==> src/rtl/dmem_access_arbiter.sv <==
`default_nettype none
// ============================================================================
//  Module      : dmem_access_arbiter
//  Description : Shares the single data memory between the pipeline MEM stage
//                (port 0, priority) and a secondary master (port 1).
//  Revision    : 1.0 - initial release
// ============================================================================
module dmem_access_arbiter #(
   parameter int MEM_LATENCY  = 1,
   parameter int STARVE_LIMIT = 4
) (
   input  logic        clk,
   input  logic        rst_n,
   input  logic        p0_req,
   input  logic        p0_wr,
   input  logic [1:0]  p0_nbytes,
   input  logic [15:0] p0_addr,
   input  logic [15:0] p0_wdata,
   output logic        p0_done,
   output logic [15:0] p0_rdata,
   input  logic        p1_req,
   input  logic        p1_wr,
   input  logic [1:0]  p1_nbytes,
   input  logic [15:0] p1_addr,
   input  logic [15:0] p1_wdata,
   output logic        p1_done,
   output logic [15:0] p1_rdata,
   output logic        stall,
   output logic        mem_rd_en,
   output logic        mem_wr_en,
   output logic [1:0]  mem_nbytes,
   output logic [15:0] mem_addr,
   output logic [15:0] mem_wdata,
   input  logic [15:0] mem_rdata
);

   localparam logic [3:0] c_lat_load = MEM_LATENCY[3:0];
   localparam logic [3:0] c_starve   = STARVE_LIMIT[3:0];

   typedef enum logic [1:0] {
      S_IDLE   = 2'd0,
      S_ACCESS = 2'd1,
      S_DONE   = 2'd2
   } state_t;

   state_t      r_state;
   state_t      w_state_nxt;

   logic        r_owner;
   logic        r_cmd_wr;
   logic [1:0]  r_cmd_nbytes;
   logic [15:0] r_cmd_addr;
   logic [15:0] r_cmd_wdata;
   logic [3:0]  r_lat_cnt;
   logic [3:0]  r_starve_cnt;
   logic [15:0] r_p0_rdata;
   logic [15:0] r_p1_rdata;

   logic        w_any_req;
   logic        w_grant_p1;
   logic        w_start;
   logic        w_last;

   assign w_any_req  = p0_req | p1_req;
   // Port 1 wins only when alone or when port 0 has starved it long enough.
   assign w_grant_p1 = p1_req & (~p0_req | (r_starve_cnt == c_starve));
   assign w_start    = (r_state == S_IDLE) & w_any_req;
   assign w_last     = (r_state == S_ACCESS) & (r_lat_cnt == 4'd1);

   always_ff @(posedge clk) begin
      if (!rst_n) begin
         r_state <= S_IDLE;
      end else begin
         r_state <= w_state_nxt;
      end
   end

   always_comb begin
      w_state_nxt = r_state;
      case (r_state)
         S_IDLE:   if (w_any_req) w_state_nxt = S_ACCESS;
         S_ACCESS: if (w_last)    w_state_nxt = S_DONE;
         S_DONE:   w_state_nxt = S_IDLE;
         default:  w_state_nxt = S_IDLE;
      endcase
   end

   always_ff @(posedge clk) begin
      if (!rst_n) begin
         r_owner      <= 1'b0;
         r_cmd_wr     <= 1'b0;
         r_cmd_nbytes <= 2'b00;
         r_cmd_addr   <= 16'h0000;
         r_cmd_wdata  <= 16'h0000;
         r_lat_cnt    <= 4'd0;
         r_starve_cnt <= 4'd0;
         r_p0_rdata   <= 16'h0000;
         r_p1_rdata   <= 16'h0000;
      end else if (w_start) begin
         r_owner   <= w_grant_p1;
         r_lat_cnt <= c_lat_load;
         if (w_grant_p1) begin
            r_cmd_wr     <= p1_wr;
            r_cmd_nbytes <= p1_nbytes;
            r_cmd_addr   <= p1_addr;
            r_cmd_wdata  <= p1_wdata;
            r_starve_cnt <= 4'd0;
         end else begin
            r_cmd_wr     <= p0_wr;
            r_cmd_nbytes <= p0_nbytes;
            r_cmd_addr   <= p0_addr;
            r_cmd_wdata  <= p0_wdata;
            if (!p1_req) begin
               r_starve_cnt <= 4'd0;
            end else if (r_starve_cnt != c_starve) begin
               r_starve_cnt <= r_starve_cnt + 4'd1;
            end
         end
      end else if (r_state == S_ACCESS) begin
         r_lat_cnt <= r_lat_cnt - 4'd1;
         // Read data is only trusted on the final held cycle.
         if (w_last && !r_cmd_wr) begin
            if (r_owner) begin
               r_p1_rdata <= mem_rdata;
            end else begin
               r_p0_rdata <= mem_rdata;
            end
         end
      end
   end

   // A write strobes once, on the cycle the counter still holds its load value.
   assign mem_rd_en  = (r_state == S_ACCESS) & ~r_cmd_wr;
   assign mem_wr_en  = (r_state == S_ACCESS) & r_cmd_wr & (r_lat_cnt == c_lat_load);
   assign mem_nbytes = r_cmd_nbytes;
   assign mem_addr   = r_cmd_addr;
   assign mem_wdata  = r_cmd_wdata;

   assign p0_done  = (r_state == S_DONE) & ~r_owner;
   assign p1_done  = (r_state == S_DONE) & r_owner;
   assign p0_rdata = r_p0_rdata;
   assign p1_rdata = r_p1_rdata;
   assign stall    = p0_req & ~p0_done;

endmodule
`default_nettype wire

==> config.mk <==
export PLATFORM = sky130hd
export DESIGN_NAME = dmem_access_arbiter
export DESIGN_NICKNAME = d
export VERILOG_FILES = /design/src/rtl/dmem_access_arbiter.sv
export SDC_FILE = /design/constraint.sdc
export NUM_CORES = 1
export LEC_CHECK = 0
export BUFFER_PORTS_ARGS = -buffer_cell sky130_fd_sc_hd__buf_2
export CAP_MARGIN = 20
export CELL_PAD_IN_SITES_DETAIL_PLACEMENT = 1
export CELL_PAD_IN_SITES_GLOBAL_PLACEMENT = 1
export CORE_MARGIN = 2
export CORE_UTILIZATION = 32
export DETAILED_ROUTE_END_ITERATION = 6
export PLACE_DENSITY_LB_ADDON = 0.3
export SYNTH_ARGS = -nofsm -noshare
export SYNTH_HDL_FRONTEND = slang
export SYNTH_SLANG_ARGS = --single-unit
==> constraint.sdc <==
create_clock -name clk -period 2 [get_ports clk]
set_clock_uncertainty 0.2 [all_clocks]
set_input_delay 0.4 -clock clk [delete_from_list [all_inputs] [get_ports clk]]
set_output_delay 0.4 -clock clk [all_outputs]
set_load 0.02 [all_outputs]
**Yosys cells after proc, flatten, opt, wreduce, memory -nomap -nowiden**

Cells that the tools add are included.

- Register bits: 78
- Input port bits: 90
- Output and inout bits: 71
- Word-level logic and storage cells: 59

- $add $sub $neg: 2
- Equality and inequality tests: 8
- Multiplexer cells: 12
- Bitwise operators: 17
- Reduce and logical (&&, ||, !) cells: 9

Operator list:

| kind | number |
|---|---|
| $mux W16 | 2 |
| $mux W4 | 3 |
| $and A1 B1 Y1 | 9 |
| $reduce_and A4 Y1 | 2 |
| $mux W2 | 3 |
| $not A1 Y1 | 6 |
| $add A4 B1 Y4 const B | 1 |
| $eq A4 B1 Y1 const B | 1 |
| $eq A4 B3 Y1 const B | 1 |
| $ne A2 B2 Y1 const B | 2 |
| $ne A4 B3 Y1 const B | 1 |
| $pmux W2 S2 | 1 |
| $reduce_and A2 Y1 | 2 |
| $sub A4 B1 Y4 const B | 1 |
| $mux W1 | 3 |
| $ne A3 B1 Y1 const B | 1 |
| $eq A2 B1 Y1 const B | 1 |
| $eq A2 B2 Y1 const B | 1 |
| $logic_not A2 Y1 | 1 |
| $or A1 B1 Y1 | 2 |
| $reduce_bool A2 Y1 | 1 |
| $reduce_or A2 Y1 | 1 |
| $logic_and A1 B1 Y1 | 1 |
| $logic_not A1 Y1 | 1 |

**Longest topological paths before layout**

Gate-level depths: netlist of run 1.

- Depth in word-level cells: 5
- Depth in mapped cells: 8
- Gate-level depth less buffers: 6

**Least setup slack after synthesis of run 1**

No wires, ideal clock.

- Kind: register -> output
- From: register r_state[1]
- To: output port stall
- Arrival: 1.249 ns
- Data required time: 1.400 ns
- Path slack: 0.151 ns
- Cell stages (with the launch flop): 3
- Path buffers: 0
- Path through: dfxtp_1 > nor3b_1 > nor2b_1

- Word-level cells in the longest chain between the ends: 4

Ends and longest elaborated chain:

| item | line | RTL |
|---|---|---|
| from (decl) | 46 | `state_t r_state;` |
| from (signal assigned) | 74 | `r_state <= w_state_nxt;` |
| $eq A2 B2 Y1 | 139 | `assign p0_done = (r_state == S_DONE) & ~r_owner;` |
| $and A1 B1 Y1 | 139 |  |
| net p0_done | 19 | `output logic p0_done,` |
| $not A1 Y1 | 143 | `assign stall = p0_req & ~p0_done;` |
| $and A1 B1 Y1 | 143 |  |
| to (decl) | 28 | `output logic stall,` |

The timed path passes the listed nets, and every way through them passes these cells.

**Final worst setup path of run 1**

- From: register r_lat_cnt[1]
- To: output port mem_wr_en

- Word-level cells in the longest chain between the ends: 2

Ends and longest elaborated chain:

| item | line | RTL |
|---|---|---|
| from (decl) | 54 | `logic [3:0] r_lat_cnt;` |
| from (signal assigned) | 101 | `r_lat_cnt <= c_lat_load;` |
| from (signal assigned) | 120 | `r_lat_cnt <= r_lat_cnt - 4'd1;` |
| $eq A4 B1 Y1 | 134 | `assign mem_wr_en = (r_state == S_ACCESS) & r_cmd_wr & (r_lat_cnt == c_lat_load);` |
| $and A1 B1 Y1 | 134 |  |
| to (decl) | 30 | `output logic mem_wr_en,` |

No other way between the ends.

==> results of run 1 <==
critical path: stages, from the launching register on:
cell                      delay, ns
sky130_fd_sc_hd__dfxtp_2       0.33
sky130_fd_sc_hd__inv_2         0.07
sky130_fd_sc_hd__ha_4          0.12
sky130_fd_sc_hd__nor3b_4       0.18
sky130_fd_sc_hd__and3_4        0.21
sky130_fd_sc_hd__buf_6         0.11
cells in the mapped netlist:
library cell                 n
sky130_fd_sc_hd__xnor2_1     2
sky130_fd_sc_hd__inv_1       5
sky130_fd_sc_hd__ha_1        4
sky130_fd_sc_hd__o21ai_1    36
sky130_fd_sc_hd__o2bb2ai_1   1
sky130_fd_sc_hd__or2_4       1
sky130_fd_sc_hd__nor2_1      3
sky130_fd_sc_hd__o21ai_0    37
sky130_fd_sc_hd__buf_1       4
sky130_fd_sc_hd__buf_8       3
sky130_fd_sc_hd__clkbuf_2    2
sky130_fd_sc_hd__nor3b_2     1
sky130_fd_sc_hd__nand4_1     1
sky130_fd_sc_hd__nand3_1    33
sky130_fd_sc_hd__a211oi_1    1
sky130_fd_sc_hd__o21a_1      2
sky130_fd_sc_hd__nor2_4      1
sky130_fd_sc_hd__o22ai_1     1
sky130_fd_sc_hd__nor2_2      1
sky130_fd_sc_hd__nor3b_4     1
sky130_fd_sc_hd__a21boi_2    1
sky130_fd_sc_hd__nand2_2     1
sky130_fd_sc_hd__clkbuf_1    1
sky130_fd_sc_hd__and3b_1     1
sky130_fd_sc_hd__and3_1      2
sky130_fd_sc_hd__nor4b_2     1
sky130_fd_sc_hd__nor3b_1     1
sky130_fd_sc_hd__nand2b_1    1
sky130_fd_sc_hd__nand3b_1    2
sky130_fd_sc_hd__nor2b_1     2
sky130_fd_sc_hd__nand2_1    58
sky130_fd_sc_hd__dfxtp_1    78
sky130_fd_sc_hd__o2111ai_4   1
sky130_fd_sc_hd__buf_6       7
sky130_fd_sc_hd__xor2_1      2
sky130_fd_sc_hd__or3_4       1
sky130_fd_sc_hd__buf_2       7
sky130_fd_sc_hd__mux2i_1    35
cell families after synthesis:
kind of cell	synth area share
AND/OR/NAND/NOR	0.1730
flip-flops	0.4885
XOR/XNOR	0.01096
AO/OA/AOI/OAI	0.1378
buffers and inverters	0.06458
adder cells (fa/ha/maj)	0.01566
multiplexers	0.1096
worst max path at each step:
stage,to,from,cells after the start
2_1_floorplan,stall,r_state[1],2
3_3_place_gp,mem_wdata[5],r_starve_cnt[0],7
3_5_place_dp,mem_wdata[11],r_starve_cnt[0],7
4_1_cts,mem_wr_en,r_lat_cnt[1],5
6_report,mem_wr_en,r_lat_cnt[1],5
5_1_grt,mem_wr_en,r_lat_cnt[1],5
repair_timing:
item	4_1_cts	5_1_grt
resized for setup	7	3
gates cloned	0	0
setup buffers	1	2
setup endpoints to repair	3	7
flip-flops by register name, indices dropped and copies added, names as in the netlist:
register / count
mem_addr: 16
r_starve_cnt: 4
r_lat_cnt: 4
mem_nbytes: 2
p1_rdata: 16
mem_wdata: 16
r_state: 2
r_cmd_wr: 1
p0_rdata: 16
r_owner: 1
final cells by class:
| cell class | count | area (sq um) | area share |
|---|---|---|---|
| well taps | 133 | 166.4 | 0.03766 |
| multi-input cells | 235 | 1465 | 0.3315 |
| inverters | 5 | 18.77 | 0.004247 |
| flip-flops and latches | 78 | 1564 | 0.3539 |
| clock buffers | 10 | 127.6 | 0.02888 |
| clock inverters | 4 | 97.59 | 0.02208 |
| repair buffers | 173 | 979.7 | 0.2217 |
layout by cell type, fill, tap and decap left out, drive strengths merged, types with 2 or more instances in the layout:
cell type  netlist  routed
clkbuf           3      10
dfxtp           78      78
ha               4       4
nand3b           2       2
nand2           59      59
nor2b            2       2
xor2             2       2
buf             21     173
nand3           33      33
and3             2       2
o21a             2       2
bufinv           0       3
inv              5       5
xnor2            2       2
nor3b            3       3
nor2             5       5
o21ai           73      73
mux2i           35      35
report_power, final:
group	internal, uW	total [uW]	switching (uW)
sequential	1720	1820	101
clock	817	1360	547
combinational	432	1030	602
total	2970	4220	1250
per-stage QoR:
| step | std cells | util | worst slack, ns | TNS [ns] |
|---|---|---|---|---|
| after floorplan | 342 | - | 0.1508 | 0 |
| after global placement | 621 | 0.4249 | 0.2299 | 0 |
| after detailed placement | 621 | 0.4249 | 0.1690 | 0 |
| after CTS | 636 | 0.4514 | -0.01207 | -0.01207 |
| after global routing | 638 | 0.4542 | -0.01638 | -0.01638 |
| final | 638 | 0.4542 | 0.05524 | 0 |
layer usage:
metal | up-vias | track usage | share of wire
met1 | 1380 | 0.1821 | 0.42
met4 | 0 | 0.07722 | 0.032
met3 | 23 | 0.03446 | 0.043
met5 | - | 0 | 0
li1 | 1494 | - | -
met2 | 82 | 0.2946 | 0.50
==> results.md, run 1 <==
Outcome:
- The run finished with clean final reports.

Synth:
- The mean instance size in the synthesized netlist is 9.347 sq um.
- The number of nets handed over by synthesis was 436.
- After synthesis, the cell types taking the most area are sky130_fd_sc_hd__dfxtp_1, sky130_fd_sc_hd__mux2i_1, sky130_fd_sc_hd__nand2_1, sky130_fd_sc_hd__o21ai_0, sky130_fd_sc_hd__o21ai_1.
- The register bit total from synthesis is 78.
- Synthesis produced a netlist whose cell count is 342.
- The mapped netlist covers 3197 sq um.
- For this run, the number of Yosys warnings is 0.
- The biggest area contributor in the post-synthesis netlist is sky130_fd_sc_hd__dfxtp_1.
- Of the synthesized area, sequential elements account for 0.4885.
- The count of distinct cell types in the synthesized netlist is 38.
- The portion of synthesized cell area occupied by the leading cell type is 0.4885.

Layout:
- The synthesis-to-layout area growth is 38.24%.
- In the final layout, the share of cells above drive strength 1 is 0.4000.
- The count of inserted antenna diode cells is 0.
- Counting the fill cells in the layout gives 1,235.
- The post-route cell area is 4419 sq um.
- The final net count is 596.

Power:
- Power spread over the standard cell area amounts to 955.6 nW/um^2.
- Power comes to 4223 uW.
- Summed over all cells, the static leakage comes to 0.002019 uW.
- The peak ir drop on the vdd network is 0.3500 mV.

CTS:
- The cell sitting at the root of the clock tree is a sky130_fd_sc_hd__clkbuf_8.
- The total CTS buffers is 9.
- The later pin in the worst-skew pair is clocked with a latency of 0.33 ns.
- The clock slew at the register clock pins of the worst setup and hold paths is 0.08 ns.
- The hold buffer count at CTS is 0.
- The H-tree level count is 3.
- The number of sinks on the clock net is 78.
- The buffer levels on the longest clock path is 2.
- TritonCTS built the clock tree.

Place:
- The placed wire-length estimate after detailed placement is 6577 um.
- The number of buffers inserted by port buffering is 160.
- In this run the cell area measured after placement is a little over 4000 sq um.
- The final weighted congestion of routability-driven global placement is 0.7413.

Die:
- The I/O pin count is 161.
- The die outline height is 104.0 um.
- The initialized floorplan defines 36 standard-cell rows.
- The starting density of the core is 0.3286.
- The floorplan die width is 104.0 um.
- The total area inside the core boundary comes to 9729 sq um.
- The die footprint is between 10,000 and 15,000 sq um.

Setup path:
- The worst reg2reg path startpoint is r_starve_cnt[0].
- The critical path required time is ~1.4 ns.
- The worst reg2reg path depth is 7.
- The critical path endpoint category is an output port.
- The reg-to-reg endpoint is mem_wdata[13].
- The worst setup path is of the flop to output port kind.
- At the worst endpoint, the arrival time is 1.34 ns.
- The setup check on the worst reg-to-reg path leaves a slack of 0.18 ns.
- The startpoint type of the worst setup path is a flop.
- The maximum net fanout on the critical path is 3.

STA:
- The number of hold violations in the final report is 0.
- Setup repair after global routing could not meet its margin everywhere.
- The transition time at the pin with the least slew margin is between 0.5 and 0.6 ns.
- After layout, the minimum clock period comes to between 1.5 and 2 ns.
- Final hold analysis gives a worst-case slack of 0.1128 ns.
- For this run, the top clock speed supported by timing is 514.2 MHz.
- The number of failing setup endpoints in the final timing report is 0.
- Dividing the final minimum period by the clock period gives 0.9724.
- The number of slew-limit violations in the final report came to 0.
- The relative slew slack is 0.6548.

Route:
- Using the TritonRoute via totals, the vias-per-cell ratio works out to 4.669.
- The number of iterations in the first detailed-routing pass is 4.
- The total DRC errors in the routed layout is 0.
- Across all layers, the routed design uses slightly below 3,000 vias.
- Summed over all layers, the routed wires come to a little under 9000 um.
- The detailed router finished its first iteration with 61 violations.
- The remaining antenna violation count after routing is 0.
- The routed wirelength normalized by instance count is 13.77 um.

GRT:
- The via count of the first global-routing pass came to 3,010.
- The overall global routing resource usage is 0.1631.
- The initial antenna violation count is 0.
- The remaining global-route overflow is 0.
- The global-route wire length before repair is 14,500 um.
- The pin count of the biggest net entering global routing is between 40 and 50.

Worst hold path:
- The worst hold path begins at mem_rdata[12].
- The classification of the worst-slack hold path is input port to flop.
- Counting instances, the worst hold path has a depth of 3.
- The worst-case hold path end point is p1_rdata[12].

Flow run:
- The max capacitance violation total is 0.
Note: power is estimated with default switching activity, not from simulation.
==> inputs of run 2 (changes only) <==
--- a/config.mk
+++ b/config.mk
@@ -5,13 +5,13 @@
 export SDC_FILE = /design/constraint.sdc
 export NUM_CORES = 1
 export LEC_CHECK = 0
-export BUFFER_PORTS_ARGS = -buffer_cell sky130_fd_sc_hd__buf_2
 export CAP_MARGIN = 20
 export CELL_PAD_IN_SITES_DETAIL_PLACEMENT = 1
 export CELL_PAD_IN_SITES_GLOBAL_PLACEMENT = 1
 export CORE_MARGIN = 2
-export CORE_UTILIZATION = 32
+export CORE_UTILIZATION = 44
 export DETAILED_ROUTE_END_ITERATION = 6
+export DONT_BUFFER_PORTS = 1
 export PLACE_DENSITY_LB_ADDON = 0.3
 export SYNTH_ARGS = -nofsm -noshare
 export SYNTH_HDL_FRONTEND = slang
==> run 2 against run 1 <==
Against the previous run:
- critical path depth is 1 lower
- power shrank 10%
- sequential share of layout area grew 8.3 points
- via count shrank 20%
- global-route usage up 2.5 points
==> results.md, run 2 (synthesis gave the netlist of run 1 again) <==
STA:
- The final cycle utilization of the critical path is 0.9571 (-0.01528).
- The number of failing setup endpoints in the final timing report was 0 (unchanged).
- Setup repair after global routing left no endpoint under its margin.
- The transition time at the pin with the least slew margin is 0.7118 ns (+0.1993 ns).
- The number of slew-limit violations in the final report is 0 (unchanged).
- The number of hold violations in the final report is 0 (unchanged).
- The relative slew slack is 0.5239 (-0.1309).
- The worst hold margin was 0.01755 ns (-0.09523 ns).
- The total negative slack came to 0 ns (unchanged).
- The achievable frequency came to 522.4 MHz (+1.6%).
- The final critical-path required period is 1.914 ns (-0.03056 ns).

Flow run:
- The max capacitance violation total was 0 (unchanged).

Power:
- The peak ir drop on the vdd network is 0.4133 mV (+18%).
- The reported leakage power is 0.001299 uW (-36%).
- The power density over the cells was 1059 nW/um^2 (+11%).

CTS:
- The H-tree level count is 3 (unchanged).
- TritonCTS built the clock tree.
- The latest clock arrival within the worst-skew pair is 0.34 ns (about the same).
- The number of sinks on the clock net is 78 (unchanged).
- The buffer levels on the longest clock path is 2 (unchanged).
- The clock root buffer is sky130_fd_sc_hd__clkbuf_8.
- The total CTS buffers came to 9 (unchanged).
- The clock slew at the register clock pins of the worst setup and hold paths is 0.08 ns (about the same).

GRT:
- The overall global routing resource usage was 0.1877 (+0.02457).
- The via count of the first global-routing pass is 2,218 (-26%).
- The met3 capacity usage during global routing is 0.04709 (+0.01263).
- The global-route wire length before repair is 11,250 um (-22%).
- The pin count of the biggest net entering global routing was 39 (-20%).
- The met1 demand-to-capacity share in global routing came to 0.2220 (+0.03997).
- The layer with the highest usage is met2.
- The initial antenna violation count is 0 (unchanged).
- The remaining global-route overflow was 0 (unchanged).
- The met2 track utilization from global routing is 0.3219 (+0.02724).

Layout:
- The count of inserted antenna diode cells is 0 (unchanged).
- The area growth from synthesis to layout is 11.90%.
- The area of the multi-input gates came to 1450 sq um (-1.0%).
- The number of fill cells in the layout is 864 (-30%).
- The fraction of final layout cells sized beyond drive strength 1 was 0.1186 (-0.2814).
- The sequential cell area is 1564 sq um (unchanged).
- The most common library cell in the layout ignoring fill and taps is sky130_fd_sc_hd__dfxtp_1.
- The library cells used most frequently in the layout, excluding fill and tap cells, are sky130_fd_sc_hd__dfxtp_1, sky130_fd_sc_hd__nand2_1, sky130_fd_sc_hd__o21ai_0.
- The final net count is 443 (-26%).

Route:
- The number of iterations in the first detailed-routing pass is 4 (unchanged).
- The number of vias per cell after detailed routing is 5.276 (+13%).
- The total DRC errors in the routed layout is 0 (unchanged).
- The total via count in the routed design is 2,390 (-20%).
- The remaining antenna violation count after routing came to 0 (unchanged).
- The initial detailed-routing violation count came to 76 (+25%).
- The wire length reported by the detailed router is 7718 um (-12%).
- The routed wirelength normalized by instance count is 17.04 um (+24%).

Setup path:
- STA classifies the critical path endpoint as an output port.
- The category of the critical setup timing path is flop to output port.
- The startpoint type of the worst setup path is a flop.
- The reg-to-reg endpoint is mem_wdata[6].
- The setup slack of the most critical reg-to-reg path was 0.18 ns (about the same).
- The worst reg2reg path depth is 7 (unchanged).
- The critical path required time is 1.40 ns (about the same).
- The worst reg2reg path startpoint is r_starve_cnt[0].
- The data arrival time at the worst-slack endpoint came to 1.31 ns (-0.03 ns).
- The start point of the critical path is r_lat_cnt[1].
- The maximum net fanout on the critical path is 3 (unchanged).
- The worst setup path endpoint is mem_wr_en.

Place:
- The number of buffers inserted by port buffering was 0 (-100%).
- The placed wire-length estimate after detailed placement is 5149 um (-22%).
- The final weighted congestion of routability-driven global placement is 0.7331 (-1.1%).

Die:
- The starting density of the core was 0.4479 (+0.1194).
- The core region area was 7137 sq um (-27%).
- The I/O pin count was 161 (unchanged).
- The number of placement rows is 31 (-14%).
- The die outline height is 89.24 um (-14%).
- The die footprint was 7963 sq um (-26%).
- The floorplan die width came to 89.24 um (-14%).

Worst hold path:
- The classification of the worst-slack hold path is input port to flop.

Outcome:
- The run finished with clean final reports.
run 2: metrics by stage:
stage                     setup slack, ns  total power, uW  instances    util  area, sq um
final                             0.08580             3789        453  0.5012         3577
after global routing             0.005195             3977        453  0.5012         3577
after CTS                         0.01341             3834        452  0.4991         3562
after detailed placement           0.1830             2603        426  0.4565         3258
after global placement             0.2406             2573        426  0.4565         3258
after floorplan                    0.1508             2477        342       -         3197
run 2: worst min-delay path by stage:
stage / cells after the start / slack [ns] / end / startpoint
after floorplan: 2 / 0.25 / r_starve_cnt[3] / r_starve_cnt[3]
after global placement: 2 / 0.28 / r_starve_cnt[3] / r_starve_cnt[3]
after detailed placement: 1 / 0.30 / r_starve_cnt[2] / r_starve_cnt[2]
after CTS: 2 / 0.0001 / p1_rdata[10] / rst_n
after global routing: 2 / 0.01 / p0_rdata[13] / rst_n
final: 2 / 0.02 / p1_rdata[15] / rst_n
run 2: layout make-up:
type / instances / area share
well taps: 99 / 0.03463
clock inverters: 7 / 0.02064
clock buffers: 9 / 0.03463
inverters: 5 / 0.005247
repair buffers: 20 / 0.06226
flip-flops and latches: 78 / 0.4372
multi-input cells: 235 / 0.4054
run 2: timing repair:
action,in CTS,in global routing
buffers inserted,1,1
endpoints found under the setup margin,1,1
hold buffers,9,0
resized for setup,3,4
hold endpoints to repair,20,0
run 2: report_power, final:
| group | switching (uW) | internal (uW) |
|---|---|---|
| Sequential | 299 | 1720 |
| Combinational | 322 | 261 |
| Clock | 602 | 581 |
| Total | 1220 | 2570 |
run 2: per-layer routing:
metal,vias up,part of all wire
li1,1200,-
met1,1098,0.41
met2,78,0.51
met3,14,0.061
met4,0,0.021
met5,-,0
run 2: worst max-delay path: stages (launching register included):
cell and delay, ns:
sky130_fd_sc_hd__dfxtp_2 0.34, sky130_fd_sc_hd__inv_2 0.05, sky130_fd_sc_hd__ha_2 0.16, sky130_fd_sc_hd__nor3b_4 0.19
sky130_fd_sc_hd__and3_4 0.24
